### config.mk
export PLATFORM = sky130hd
export DESIGN_NAME = edge_window_counter_flat
export DESIGN_NICKNAME = d
export VERILOG_FILES = /design/src/rtl/edge_window_counter_pkg.sv /design/src/rtl/edge_window_counter_if.sv /design/src/rtl/edge_window_counter_bcd2_serial.sv /design/src/rtl/edge_window_counter.sv /design/src/flat_wrapper.sv
export SDC_FILE = /design/constraint.sdc
export NUM_CORES = 1
export LEC_CHECK = 0
export ABC_AREA = 0
export CAP_MARGIN = 10
export CORE_MARGIN = 3
export CORE_UTILIZATION = 45
export CTS_BUF_LIST = sky130_fd_sc_hd__clkbuf_8
export DETAILED_ROUTE_END_ITERATION = 16
export PLACE_DENSITY = 0.68
export SLEW_MARGIN = 20
export SYNTH_ARGS = -nofsm -noshare
export SYNTH_HDL_FRONTEND = slang
export SYNTH_SLANG_ARGS = --single-unit
### constraint.sdc
create_clock -name clk -period 4.95 [get_ports clk]
set_clock_uncertainty 0.05 [all_clocks]
set_input_delay 0.7425 -clock clk [delete_from_list [all_inputs] [get_ports clk]]
set_output_delay 0.7425 -clock clk [all_outputs]
set_load 0.03 [all_outputs]
### src/rtl/edge_window_counter_pkg.sv
// rtl/edge_window_counter_pkg.sv - shared types and constants for the edge window counter
package freq_counter_pkg;

   localparam int CNT_W   = 7;
   localparam int DIGIT_W = 4;

   localparam logic [CNT_W-1:0] MAX_COUNT = 7'd99;

   typedef enum logic {
      IDLE,
      TENS
   } bcd_state_t;

endpackage

### src/rtl/edge_window_counter_if.sv
// rtl/edge_window_counter_if.sv - edge pulse input and published digit bundle
interface edge_window_counter_if;
   import freq_counter_pkg::*;

   logic               edge_pulse;
   logic [DIGIT_W-1:0] tens;
   logic [DIGIT_W-1:0] units;
   logic               overflow;
   logic               valid;

   modport master (
      output edge_pulse,
      input  tens,
      input  units,
      input  overflow,
      input  valid
   );

   modport slave (
      input  edge_pulse,
      output tens,
      output units,
      output overflow,
      output valid
   );

endinterface

### src/rtl/edge_window_counter_bcd2_serial.sv
// rtl/edge_window_counter_bcd2_serial.sv - serial two-digit binary-to-BCD by repeated subtraction of ten
module bcd2_serial
   import freq_counter_pkg::*;
(
   input  logic               clk,
   input  logic               reset,
   input  logic               start,
   input  logic [CNT_W-1:0]   value,
   input  logic               ovf_in,
   output logic [DIGIT_W-1:0] tens,
   output logic [DIGIT_W-1:0] units,
   output logic               overflow,
   output logic               valid
);

   bcd_state_t         state, state_n;
   logic [CNT_W-1:0]   work, work_n;
   logic [DIGIT_W-1:0] tens_acc, tens_acc_n;
   logic               ovf_hold, ovf_hold_n;
   logic [DIGIT_W-1:0] tens_n, units_n;
   logic               overflow_n, valid_n;

   always_ff @(posedge clk) begin
      if (reset) begin
         state    <= IDLE;
         work     <= '0;
         tens_acc <= '0;
         ovf_hold <= 1'b0;
         tens     <= '0;
         units    <= '0;
         overflow <= 1'b0;
         valid    <= 1'b0;
      end else begin
         state    <= state_n;
         work     <= work_n;
         tens_acc <= tens_acc_n;
         ovf_hold <= ovf_hold_n;
         tens     <= tens_n;
         units    <= units_n;
         overflow <= overflow_n;
         valid    <= valid_n;
      end
   end

   always_comb begin
      state_n    = state;
      work_n     = work;
      tens_acc_n = tens_acc;
      ovf_hold_n = ovf_hold;
      tens_n     = tens;
      units_n    = units;
      overflow_n = overflow;
      valid_n    = 1'b0;
      case (state)
         IDLE: begin
            if (start) begin
               state_n    = TENS;
               work_n     = value;
               ovf_hold_n = ovf_in;
               tens_acc_n = '0;
            end
         end
         TENS: begin
            if (work >= 7'd10) begin
               work_n     = work - 7'd10;
               tens_acc_n = tens_acc + 4'd1;
            end else begin
               // work < 10 here, so its low nibble is the units digit
               tens_n     = tens_acc;
               units_n    = work[DIGIT_W-1:0];
               overflow_n = ovf_hold;
               valid_n    = 1'b1;
               state_n    = IDLE;
            end
         end
         default: state_n = IDLE;
      endcase
   end

   // The window is long enough that a new result never arrives mid-conversion.
   a_no_start_in_tens: assert property (@(posedge clk) disable iff (reset)
      !(start && state == TENS));

endmodule

### src/rtl/edge_window_counter.sv
// rtl/edge_window_counter.sv - gapless fixed-window edge counter with saturating count and BCD output
module edge_window_counter
   import freq_counter_pkg::*;
#(
   parameter int WINDOW_CYCLES = 1000,
   parameter int WIN_W         = $clog2(WINDOW_CYCLES)
)
(
   input  logic clk,
   input  logic reset,
   edge_window_counter_if.slave bus
);

   localparam logic [WIN_W-1:0] WIN_RELOAD = WIN_W'(WINDOW_CYCLES - 1);

   logic [WIN_W-1:0] win;
   logic [CNT_W-1:0] cnt;
   logic             ovf;
   logic             win_end;
   logic             at_max;
   logic [CNT_W-1:0] cnt_final;
   logic             ovf_final;

   // A pulse in the window's last cycle still belongs to that window.
   always_comb begin
      win_end   = (win == '0);
      at_max    = (cnt == MAX_COUNT);
      cnt_final = (bus.edge_pulse && !at_max) ? cnt + 7'd1 : cnt;
      ovf_final = ovf | (bus.edge_pulse & at_max);
   end

   always_ff @(posedge clk) begin
      if (reset) begin
         win <= WIN_RELOAD;
         cnt <= '0;
         ovf <= 1'b0;
      end else begin
         win <= win_end ? WIN_RELOAD : win - WIN_W'(1);
         if (win_end) begin
            cnt <= '0;
            ovf <= 1'b0;
         end else begin
            cnt <= cnt_final;
            ovf <= ovf_final;
         end
      end
   end

   bcd2_serial u_bcd (
      .clk      (clk),
      .reset    (reset),
      .start    (win_end),
      .value    (cnt_final),
      .ovf_in   (ovf_final),
      .tens     (bus.tens),
      .units    (bus.units),
      .overflow (bus.overflow),
      .valid    (bus.valid)
   );

endmodule

### src/flat_wrapper.sv
// flat-port wrapper written by rule: the top's interface ports become plain ports
module edge_window_counter_flat import freq_counter_pkg::*;
#(
   parameter int WINDOW_CYCLES = 1000,
   parameter int WIN_W         = $clog2(WINDOW_CYCLES)
)
  (clk, reset, bus_edge_pulse, bus_tens, bus_units, bus_overflow, bus_valid);
  edge_window_counter_if bus_i ();
  input  logic clk;
  input  logic reset;
  input wire logic [$bits(bus_i.edge_pulse)-1:0] bus_edge_pulse;
  output wire logic [$bits(bus_i.tens)-1:0] bus_tens;
  output wire logic [$bits(bus_i.units)-1:0] bus_units;
  output wire logic [$bits(bus_i.overflow)-1:0] bus_overflow;
  output wire logic [$bits(bus_i.valid)-1:0] bus_valid;
  assign bus_i.edge_pulse = bus_edge_pulse;
  assign bus_tens = bus_i.tens;
  assign bus_units = bus_i.units;
  assign bus_overflow = bus_i.overflow;
  assign bus_valid = bus_i.valid;
  edge_window_counter #(.WINDOW_CYCLES(WINDOW_CYCLES), .WIN_W(WIN_W)) u_core (.clk(clk), .reset(reset), .bus(bus_i));
endmodule
==> impl_metrics.toml, run 1 <==
[clock_network]
cts_resized = 0
cts_buffer_depth = 2
hold_buffers = 0
cts_buffers = 5
cts_num_sinks = 41
h-tree-depth = 2
clk_pin_slew_worst_paths_ns = 0.08
clk_latency_ns = 0.29
cts_setup_buffers = 0
cts_tree = "built"
cts-root-buf = "clkbuf_8"

[yosys]
ys_top_cells_by_count = "41 x dfxtp_1, 30 x nand2_1, 23 x nor2_1"
synth_top_cell_by_area = "dfxtp_1"
ys_warn_count = 0
yosys.cell_count.top_type = "dfxtp_1"
syn_area_um2 = 1784
synth-edff-count = 0
ys_seq_elements = 41
ys_top_cells_by_area = "dfxtp_1 46%, nand2_1 6.3%, nor2_1 4.8%"
synthCells = 204
synthArstFlopShare_pct = 0
post_synth.cell_area_avg_um2 = 8.746
yosysUniqueCellTypes = 46
syn-num-nets = 211
synth_ff_type = "dfxtp_1"
ys_seq_area_share_pct = 46.00
netlist.area_leader.share_pct = 46.00

[die]
die_w_um = 68.97
dieArea_um2 = 4756
start_util_pct = 47.66
rows = 22
ios = 13
fp.dieH_um = 68.97
fp.coreArea_um2 = 3744

[power]
peakVddDrop_v = 0.0002057
leakagePower_nw = 0.6748
power.density_nw_per_um2 = 286.7

[global_routing]
antenna_found_initial = 0
grt_max_degree = 26
gr-total-overflow = 0
grt_most_used_layer = "met2"
use_met3_pct = 5.511
track_usage_pct = 15.63
gr-usage-met1_pct = 20.66
grt_pass1_wl_mm = 5.526
use_met2_pct = 24.29
grt_pass1_vias = 1167

[cells_and_area]
nets = 220
design_area_um2 = 2006
diodes = 0
drive_gt1_share_pct = 7.512
synthToLayoutAreaGrowth_pct = 12.41

[detailed_routing]
antenna_left = 0
dr.pass1.iters = 6
drc = 0
wl_per_cell_um = 12.75
num_vias = 1363
drt_iter0_markers = 70
routed_via_density = 5.222
drt_wl_total_mm = 3.328

[place]
placed_area_um2 = 1916
dp_slack_ns = 2.384
port-buffer-count = 12
dp_hpwl_mm = 2.348
gp_congestion = 0.7966

[timing]
max_freq_mhz = 385.9
final_hold_viol_count = 0
rsz0062_at_grt = "false"
finalCriticalPeriod_ns = 2.591
fin_tns_setup_ns = 0
fin_ws_ns = 2.359
max_slew_margin_pct = 41.32
finalSetupViolCount = 0
maxSlewViolCount = 0
period_share_pct = 52.34
tightest_slew_ns = 0.8774

[flow_run]
maxCapViolations = 0

[worst_setup_path]
worst-setup-path-type = "flip-flop to flip-flop"
cp_max_fo = 21
start_kind = "flip-flop"
worstSetupEndpointType = "flip-flop"
cp.arrival_ns = 2.75
critPathRequiredTime_ns = 5.11

[worst_hold_path]
hp-class = "flip-flop to flip-flop"

[outcome]
outcome = "finished, final reports clean"
[layer usage]
metal / part of all wire, % / vias to the layer above
met1: 50 / 617
met5: 0 / -
li1: - / 725
met2: 47 / 19
met4: 0.39 / 0
met3: 2.9 / 2
[per-stage QoR]
stage / util [%] / instances / hold slack [ns] / power [mW]
5_1_grt: 53.58 / 261 / 0.3674 / 0.5936
3_5_place_dp: 51.17 / 254 / 0.3399 / 0.3643
6_report: 53.58 / 261 / 0.3562 / 0.5750
2_1_floorplan: - / 204 / 0.3211 / 0.3582
4_1_cts: 53.58 / 261 / 0.3568 / 0.5813
3_3_place_gp: 51.17 / 254 / 0.3369 / 0.3638
[area by class of cell]
class | count | area, um2
Timing Repair Buffer | 12 | 120.1
Clock inverter | 1 | 7.507
Multi-Input combinational cell | 148 | 895.9
Tap cell | 48 | 60.06
Clock buffer | 6 | 82.58
Fill cell | 372 | 1738
Sequential cell | 41 | 820.8
Inverter | 5 | 18.77
[worst max-delay path: stages, from the launching register on]
cell and delay [ns]:
dfxtp_1 0.73, or4b_1 0.60, or3_4 0.51, o21ai_2 0.25
o21ai_0 0.17, a21boi_1 0.18
[flip-flops by register name (all words and copies together), names as in the netlist]
register	count
u_core.cnt	7
u_core.u_bcd.work	7
u_core.u_bcd.units	4
u_core.u_bcd.valid	1
u_core.u_bcd.state	1
u_core.ovf	1
u_core.u_bcd.overflow	1
u_core.u_bcd.ovf_hold	1
u_core.u_bcd.tens	4
u_core.win	10
u_core.u_bcd.tens_acc	4
[path summary, 6_finish.rpt]
path	slack, ns	cells past startpoint	from	end
max	2.36	5	u_core.u_bcd.state	u_core.u_bcd.tens_acc[3]
min	0.36	1	u_core.win[0]	u_core.win[0]
max reg2reg	2.36	5	u_core.u_bcd.state	u_core.u_bcd.tens_acc[3]
min reg2reg	0.36	1	u_core.win[0]	u_core.win[0]
[kinds of logic (layout without fill, tap and decap cells)]
family	Yosys count	in the layout	share of synthesized area, %
and+or+nand+nor	89	89	26.37
muxes	2	2	1.122
AOI/OAI and AO/OA	43	43	15.01
DFF	41	41	46.00
xor gates and xnor gates	10	10	4.909
buffers and inverters	15	24	3.787
adders and majority gates	4	4	2.805
[power breakdown]
part	internal [mW]	switching, mW
combinational	0.00749	0.0114
clock	0.110	0.109
sequential	0.334	0.00363
total	0.451	0.124
[layout by cell type, fill, tap and decap left out, types with 2 or more instances in the layout]
cell type / synthesis / routed
a21boi_0: 2 / 2
a21oi_1: 17 / 17
a31oi_1: 2 / 2
and2_1: 2 / 2
clkbuf_8: 0 / 6
clkdlybuf4s50_1: 0 / 12
dfxtp_1: 41 / 41
ha_1: 4 / 4
inv_1: 5 / 5
mux2i_1: 2 / 2
nand2_1: 30 / 30
nand2b_1: 2 / 2
nand3_1: 2 / 2
nand4_1: 3 / 3
nor2_1: 23 / 23
nor3_1: 4 / 4
nor3b_1: 4 / 4
nor4_1: 2 / 2
o21a_1: 4 / 4
o21ai_0: 4 / 4
o21ai_1: 3 / 3
o22ai_1: 2 / 2
or3_1: 4 / 4
or4b_1: 3 / 3
xnor2_1: 7 / 7
xor2_1: 3 / 3
Power figures use the tool's default switching activity.
==> inputs of run 2 (changes only) <==
--- a/config.mk
+++ b/config.mk
@@ -11,7 +11,7 @@
 export CORE_UTILIZATION = 45
 export CTS_BUF_LIST = sky130_fd_sc_hd__clkbuf_8
 export DETAILED_ROUTE_END_ITERATION = 16
-export PLACE_DENSITY = 0.68
+export PLACE_DENSITY = 0.7
 export SLEW_MARGIN = 20
 export SYNTH_ARGS = -nofsm -noshare
 export SYNTH_HDL_FRONTEND = slang
==> constraint.sdc (replaced) <==
create_clock -name clk -period 2.1 [get_ports clk]
set_clock_uncertainty 0.05 [all_clocks]
set_input_delay 0.315 -clock clk [delete_from_list [all_inputs] [get_ports clk]]
set_output_delay 0.315 -clock clk [all_outputs]
set_load 0.03 [all_outputs]
==> impl_metrics.toml, run 2 (synthesized netlist as in run 1, its figures left out) <==
[global_routing]
track_usage_pct = 17.23
gr-total-overflow = 0
grt_max_degree = 21
grt_pass1_vias = 1386
grt_pass1_wl_mm = 6.134
antenna_found_initial = 0

[outcome]
outcome = "finished, final reports clean"

[power]
netSwitchingFraction_pct = 21.05
power_frac_seq_pct = 59.0
p_clk_share_pct = 37.3
leakagePower_nw = 0.7482
p_int_mw = 1.063
peakVddDrop_v = 0.0004286
power.density_nw_per_um2 = 637.4
switching_power_mw = 0.2834
combPwrFrac_pct = 3.7

[worst_setup_path]
start_kind = "flip-flop"
critPathRequiredTime_ns = 2.23
worstSetupEndpointType = "flip-flop"
cp.arrival_ns = 2.11
cp_max_fo = 5
worst-setup-path-type = "flip-flop to flip-flop"

[timing]
fin_tns_setup_ns = 0
rsz0062_at_grt = "false"
max_freq_mhz = 506.6
final_hold_viol_count = 0
finalCriticalPeriod_ns = 1.974
max_slew_margin_pct = 61.18
period_share_pct = 94.00
maxSlewViolCount = 0
tightest_slew_ns = 0.5802
finalSetupViolCount = 0

[clock_network]
clk_latency_ns = 0.28
cts_num_sinks = 41
cts-root-buf = "clkbuf_8"
cts_tree = "built"
h-tree-depth = 2
cts_buffers = 5
cts_buffer_depth = 2
clk_pin_slew_worst_paths_ns = 0.07
hold_buffers = 0

[die]
start_util_pct = 47.66
ios = 13
rows = 22
dieArea_um2 = 4756
die_w_um = 68.97
fp.coreArea_um2 = 3744
fp.dieH_um = 68.97

[cells_and_area]
seqCellArea_um2 = 820.8
largest_reg_flops = 10
design_area_um2 = 2112
instances_no_fill = 274
layout_commonest_cell = "dfxtp_1"
final_cell_mix = "41 x dfxtp_1, 30 x nand2_1, 23 x nor2_1"
nets = 233
fill_cells = 364
synthToLayoutAreaGrowth_pct = 18.37
drive_gt1_share_pct = 13.27
diodes = 0
reg_top3 = "u_core.win: 10 flops, u_core.cnt: 7 flops, u_core.u_bcd.work: 7 flops"
top_register = "u_core.win"
multiInputGateArea_um2 = 908.4

[detailed_routing]
routed_via_density = 5.343
antenna_left = 0
drt_iter0_markers = 64
drt_wl_total_mm = 3.470
wl_per_cell_um = 12.66
dr.pass1.iters = 5
drc = 0
num_vias = 1464

[place]
placed_area_um2 = 1998
dp_cells = 265
dp_hpwl_mm = 2.528
port-buffer-count = 12
gp_congestion = 0.7940

[worst_hold_path]
hp-class = "flip-flop to flip-flop"

[flow_run]
maxCapViolations = 0
-- run 2: changes by cell type in the layout (fill, tap and decap cells not counted), sizes merged --
| cell | delta |
|---|---|
| clkinvlp | -1 |
| buf | +13 |
| inv | +1 |
-- run 2: power groups by stage --
stage | registers [mW] | logic, mW | clock network, mW
floorplan | 0.811 | 0.0333 | 0
global placement | 0.812 | 0.0500 | 0
detailed placement | 0.812 | 0.0499 | 0
CTS | 0.794 | 0.0502 | 0.525
global route | 0.796 | 0.0567 | 0.560
finish | 0.795 | 0.0493 | 0.502
-- run 2: path summary, 6_finish.rpt --
path,from,to,slack (ns),depth (start not counted)
hold / removal,u_core.win[0],u_core.win[0],0.35,1
setup / recovery,u_core.win[0],u_core.u_bcd.tens_acc[2],0.13,8
hold reg to reg,u_core.win[0],u_core.win[0],0.35,1
setup reg to reg,u_core.win[0],u_core.u_bcd.tens_acc[2],0.13,8
-- run 2: stage by stage --
step           power [mW]  setup WS (ns)  utilization, %  hold WS, ns
4_1_cts             1.370        0.05068           55.68       0.3549
3_5_place_dp       0.8623        0.06744           53.38       0.3373
2_1_floorplan      0.8443         0.1368               -       0.3211
6_report            1.346         0.1259           56.42       0.3540
3_3_place_gp       0.8619         0.1139           53.38       0.3316
5_1_grt             1.413        0.01837           56.42       0.3723
-- run 2: layer usage --
metal	part of all wire (%)	wire length, um	vias up	GRT usage [%]
met4	1.7	58	0	5.353
li1	-	-	755	-
met3	3.4	119	6	5.348
met1	48	1655	681	22.17
met2	47	1637	22	27.50
met5	0	0	-	0
-- run 2: final cells by class --
class                           instances  share of cell area [%]
Clock buffer                            6                   3.910
Clock inverter                          1                  0.1777
Multi-Input combinational cell        148                   43.01
Timing Repair Buffer                   25                   10.31
Sequential cell                        41                   38.86
Tap cell                               48                   2.844
Inverter                                5                  0.8886
-- run 2: timing repair --
item,CTS,global route
endpoints found under the setup margin,0,6
resized for setup,0,3
setup buffers,0,2
-- run 2: worst max-delay path, cell delays in order (launching register included) --
cell and delay, ns:
dfxtp_1 0.32, inv_1 0.05, ha_1 0.15, or4b_4 0.48
nor3_4 0.23, buf_4 0.15, o21a_2 0.16, a21boi_0 0.10
o21a_1 0.18
